==> src/rtl/updown_pkg.sv <==
// Shared definitions for the up/down sweep controller, its counter and benches.
// Holds the FSM state encoding and the default datapath widths.
package updown_pkg;

  localparam int DEF_W  = 8;
  localparam int DEF_SW = 4;

  typedef enum logic [1:0] {
    ST_IDLE = 2'd0,
    ST_UP   = 2'd1,
    ST_DOWN = 2'd2,
    ST_DONE = 2'd3
  } state_t;

endpackage

==> src/rtl/updown_sweep_cnt.sv <==
// Loadable up/down counter; load has priority over enable.
// Holds its value whenever neither load nor enable is asserted.
module updown_sweep_cnt
  import updown_pkg::*;
#(
  parameter int W = DEF_W
) (
  input  logic         clk,
  input  logic         rst,
  input  logic         load,
  input  logic [W-1:0] load_val,
  input  logic         en,
  input  logic         up,
  output logic [W-1:0] count
);

  // NOTE: reset is synchronous and active-low, so it sits inside the clocked branch, not the sensitivity list.
  always_ff @(posedge clk) begin
    if (!rst) begin
      count <= '0;
    end else if (load) begin
      count <= load_val;
    end else if (en) begin
      count <= up ? count + W'(1) : count - W'(1);
    end
  end

endmodule

==> src/rtl/updown_sweep_ctrl.sv <==
// Sweep controller: runs a counter lo..hi..lo for a set number of sweeps or until abort.
// FSM, captured limits and sweep counter live here; the counter datapath is a sub-module.
module updown_sweep_ctrl
  import updown_pkg::*;
#(
  parameter int W  = DEF_W,
  parameter int SW = DEF_SW
) (
  input  logic          clk,
  input  logic          rst,
  input  logic          start,
  input  logic          abort,
  input  logic [W-1:0]  lo,
  input  logic [W-1:0]  hi,
  input  logic [SW-1:0] sweeps,
  output logic [W-1:0]  count,
  output logic          up_down,
  output logic          busy,
  output logic          done,
  output logic          err
);

  state_t        state, nxt;
  logic [W-1:0]  lo_q, hi_q;
  logic [SW-1:0] sw_q, sweep_cnt, sweep_nxt;
  logic          cnt_load, cnt_en, cnt_up, capture, reject, bump;
  logic [W-1:0]  cnt_val;

  assign sweep_nxt = sweep_cnt + SW'(1);

  // NOTE: every always_comb output gets a default first, so no path can leave a latch behind.
  always_comb begin
    nxt      = state;
    cnt_load = 1'b0;
    cnt_val  = lo_q;
    cnt_en   = 1'b0;
    cnt_up   = 1'b1;
    capture  = 1'b0;
    reject   = 1'b0;
    bump     = 1'b0;
    case (state)
      ST_IDLE: begin
        // abort outranks start even in IDLE: nothing is captured and no err is raised
        if (start && !abort) begin
          if (lo < hi) begin
            capture  = 1'b1;
            cnt_load = 1'b1;
            cnt_val  = lo;
            nxt      = ST_UP;
          end else begin
            reject = 1'b1;
          end
        end
      end
      ST_UP: begin
        if (abort) begin
          nxt = ST_IDLE;
        end else if (count == hi_q) begin
          cnt_load = 1'b1;
          cnt_val  = hi_q - W'(1);
          nxt      = ST_DOWN;
        end else begin
          cnt_en = 1'b1;
        end
      end
      ST_DOWN: begin
        if (abort) begin
          nxt = ST_IDLE;
        end else if (count == lo_q) begin
          bump = 1'b1;
          if (sw_q != '0 && sweep_nxt == sw_q) begin
            nxt = ST_DONE;
          end else begin
            cnt_load = 1'b1;
            cnt_val  = lo_q + W'(1);
            nxt      = ST_UP;
          end
        end else begin
          cnt_en = 1'b1;
          cnt_up = 1'b0;
        end
      end
      default: nxt = ST_IDLE;
    endcase
  end

  // NOTE: state registers use non-blocking assignments so every flop samples pre-edge values.
  always_ff @(posedge clk) begin
    if (!rst) begin
      state     <= ST_IDLE;
      lo_q      <= '0;
      hi_q      <= '0;
      sw_q      <= '0;
      sweep_cnt <= '0;
      up_down   <= 1'b1;
      busy      <= 1'b0;
      done      <= 1'b0;
      err       <= 1'b0;
    end else begin
      state <= nxt;
      if (capture) begin
        lo_q      <= lo;
        hi_q      <= hi;
        sw_q      <= sweeps;
        sweep_cnt <= '0;
      end else if (bump) begin
        sweep_cnt <= sweep_nxt;
      end
      // flags are decoded from the next state so they line up with the state they describe
      up_down <= (nxt != ST_DOWN);
      busy    <= (nxt != ST_IDLE);
      done    <= (nxt == ST_DONE);
      err     <= reject;
    end
  end

  updown_sweep_cnt #(.W(W)) u_cnt (
    .clk      (clk),
    .rst      (rst),
    .load     (cnt_load),
    .load_val (cnt_val),
    .en       (cnt_en),
    .up       (cnt_up),
    .count    (count)
  );

endmodule

==> config.mk <==
export PLATFORM = sky130hd
export DESIGN_NAME = updown_sweep_ctrl
export DESIGN_NICKNAME = d
export VERILOG_FILES = /design/src/rtl/updown_pkg.sv /design/src/rtl/updown_sweep_cnt.sv /design/src/rtl/updown_sweep_ctrl.sv
export SDC_FILE = /design/constraint.sdc
export NUM_CORES = 1
export LEC_CHECK = 0
export BUFFER_PORTS_ARGS = -buffer_cell sky130_fd_sc_hd__buf_2
export CAP_MARGIN = 0
export CORE_UTILIZATION = 35
export DETAILED_ROUTE_END_ITERATION = 8
export PLACE_DENSITY = 0.55
export SKIP_CTS_REPAIR_TIMING = 1
export SYNTH_ARGS = -nofsm -noshare
export SYNTH_HDL_FRONTEND = slang
export SYNTH_HIERARCHICAL = 1
export SYNTH_SLANG_ARGS = --single-unit
==> constraint.sdc <==
create_clock -name clk -period 2.7 [get_ports clk]
set_clock_uncertainty 0.05 [all_clocks]
set_input_delay 0.27 -clock clk [delete_from_list [all_inputs] [get_ports clk]]
set_output_delay 0.27 -clock clk [all_outputs]
set_load 0.02 [all_outputs]
==> metrics.txt <==
total of max-cap violations 0; CTS Buffer Depth 2; Num Clock Sinks 38; Clk Latency, worst-skew pair 0.30 ns; RSZ-0062 raised after global routing yes; Max Fanout on Critical Path 5; post-DR vias/cell between 5 and 6; WL met3 441 µm; die width 96.67 µm; proportion of synthesized area in mux cells under 10%; Synth top area share roughly a quarter; failing checks negative setup slack; Antenna diodes 0; Num CTS Buffers 5; root buf cell clkbuf_8; vias in the first global route 3118; synthesized area 3137 µm²; boundary pin count 36; HP Class in2reg; Primary FF master, synth dfxtp_1; post-synthesis cell type count between 60 and 70; routed wl met2 4540 µm; Compound-Gate Fraction of Synth Area 25.17%; Avg Synthesized Cell Area approximately 7.9 µm²; initial antenna violation count 0; worst slew pin tran 0.6236 ns; placed cell area around 3800 µm²; overall power 0.001745 W; CTS tree built; initial DRC count 202; Rel. slew slack 58.42%; DRC viols 0; DRT Pass-1 Iters 5; GRT Residual Overflow 0; die area a little over 9000 µm²; CP startpoint kind flip-flop; CP Capture Type flip-flop; Starting Density 36.14%; Slew Limit Fails 0; pin count of the biggest net entering global routing 34; ranking of synthesized cells by area dfxtp_1, ha_1, xnor2_1, nand2_1, a21boi_0; most frequent cell after synthesis nand2_1; XOR/XNOR Fraction of Synth Area 9.214%; dpl hpwl around 7700 µm; Hold Vio Cnt, Final 0; Fmax 352.2 MHz; met1 WL 4602 µm; Arr. time, crit path 2.97 ns; DR vias 3183; Total GRT Usage 21.33%; TNS Setup -0.3166 ns; register area share after synthesis 24.25%; Hold WS between 0.15 and 0.2 ns; Die Ht 96.67 µm; Final ANT Viol Nets 0; Final period util 105.1%; PwrDens approximately 430 nW/µm²; Reg clk slew, reported paths 0.09 ns; Crit path required time 2.83 ns; RePlAce Congestion 0.9318; syn nets 440; share of layout cells above drive strength 1 28.90%; leakage 1.674 nW; register bit total from synthesis 38; Layout area overhead 29.20%; status finished with violations; largest family of logic cells by synthesized area compound AO/OA/AOI/OAI gates; Wirelength per Cell approximately 17 µm; top layer in use met4; routed wire length roughly 10000 µm; Synth top cells by count nand2_1, dfxtp_1, xnor2_1; area of the core slightly below 9000 µm²; H-tree Lvls 2; Rows 34; synth warn 6; VDD IR-drop max 0.3030 mV; cell area after layout 4053 µm²; Async S/R FF share, synth 0%; Synth Area in Simple Gates 24.73%; global-route wire length before repair about 16000 µm; Nets 518; crit path time final 2.839 ns; Setup Crit Path Kind reg2reg; adder and majority gate portion of the synthesized area between 8 and 9%; cells after synthesis 395; Setup WS post-layout -0.1389 ns; port bufs 35; endpoints failing setup 4; Synth area leader dfxtp_1; EDFF count, synth 0
-- through the flow --
| step | utilization [%] | setup WS [ns] | std cells |
|---|---|---|---|
| global placement | 44.12 | -0.1001 | 574 |
| finish | 46.70 | -0.1389 | 582 |
| floorplan | - | -0.06793 | 395 |
| global route | 46.70 | -0.2373 | 582 |
| detailed placement | 44.12 | -0.1153 | 574 |
| CTS | 45.70 | -0.1570 | 582 |
-- power breakdown --
part           leakage (nW)  switching [W]  internal [W]  total [W]
Clock                0.0683       0.000227      0.000371   0.000597
Combinational          1.30       0.000308      0.000236   0.000544
Sequential            0.309      0.0000209      0.000583   0.000604
Total                  1.67       0.000556       0.00119    0.00175
-- registers in the layout, indices dropped and copies added (netlist names) --
name         flops
hi_q             8
lo_q             8
u_cnt/count      8
sw_q             4
sweep_cnt        4
state            2
busy             1
done             1
err              1
up_down          1
-- layout make-up --
cell class	count	area, µm²
Tap cell	108	135.1
Multi-Input combinational cell	313	2297
Inverter	19	71.32
Timing Repair Buffer	96	645.6
Sequential cell	38	765.7
Clock buffer	5	68.82
Fill cell	891	4626
Clock inverter	3	68.82
-- worst max-delay path: stages (launching register included) --
cell	delay, ns
dfxtp_4	0.36
ha_4	0.16
xor2_2	0.14
or3_4	0.34
a2111oi_4	0.43
buf_4	0.22
or4_4	0.13
o211a_1	0.14
o21ai_1	0.06
and2_1	0.16
o21ai_1	0.12
o311ai_1	0.10
or3_1	0.30
-- worst paths after layout --
check	startpoint	to	slack (ns)	cells past startpoint
worst max-delay path	sweep_cnt[0]	u_cnt/count[5]	-0.14	12
worst min-delay path	sweeps[0]	sw_q[0]	0.16	3
worst min register to register	sw_q[2]	sw_q[2]	0.45	2
worst max register to register	sweep_cnt[0]	u_cnt/count[5]	-0.14	12
-- layout by cell type (no fill, tap or decap), types with 6 or more instances in the layout --
| cell type | n |
|---|---|
| nor2_1 | 15 |
| o21a_1 | 7 |
| xnor2_1 | 27 |
| a21oi_1 | 17 |
| nand3_1 | 12 |
| nand2_1 | 56 |
| inv_1 | 19 |
| nor2b_1 | 6 |
| a21boi_0 | 24 |
| buf_2 | 35 |
| o21ai_0 | 10 |
| nor3_1 | 6 |
| buf_4 | 60 |
| nand2b_1 | 6 |
| dfxtp_1 | 36 |
| ha_1 | 19 |
-- metal layers --
metal / track usage, % / vias up
met5: 0 / -
met4: 7.348 / 0
met3: 3.685 / 16
met2: 34.34 / 75
met1: 28.71 / 1524
li1: - / 1568
-- cells by family (layout without fill, tap and decap cells) --
logic type,after synthesis,in the layout
flip-flops,38,38
adder cells (fa/ha/maj),21,21
multiplexers,6,6
buffers and inverters,44,123
AND/OR/NAND/NOR,147,147
XOR/XNOR,33,33
AO/OA/AOI/OAI,106,106
Note: power is estimated with default switching activity, not from simulation.
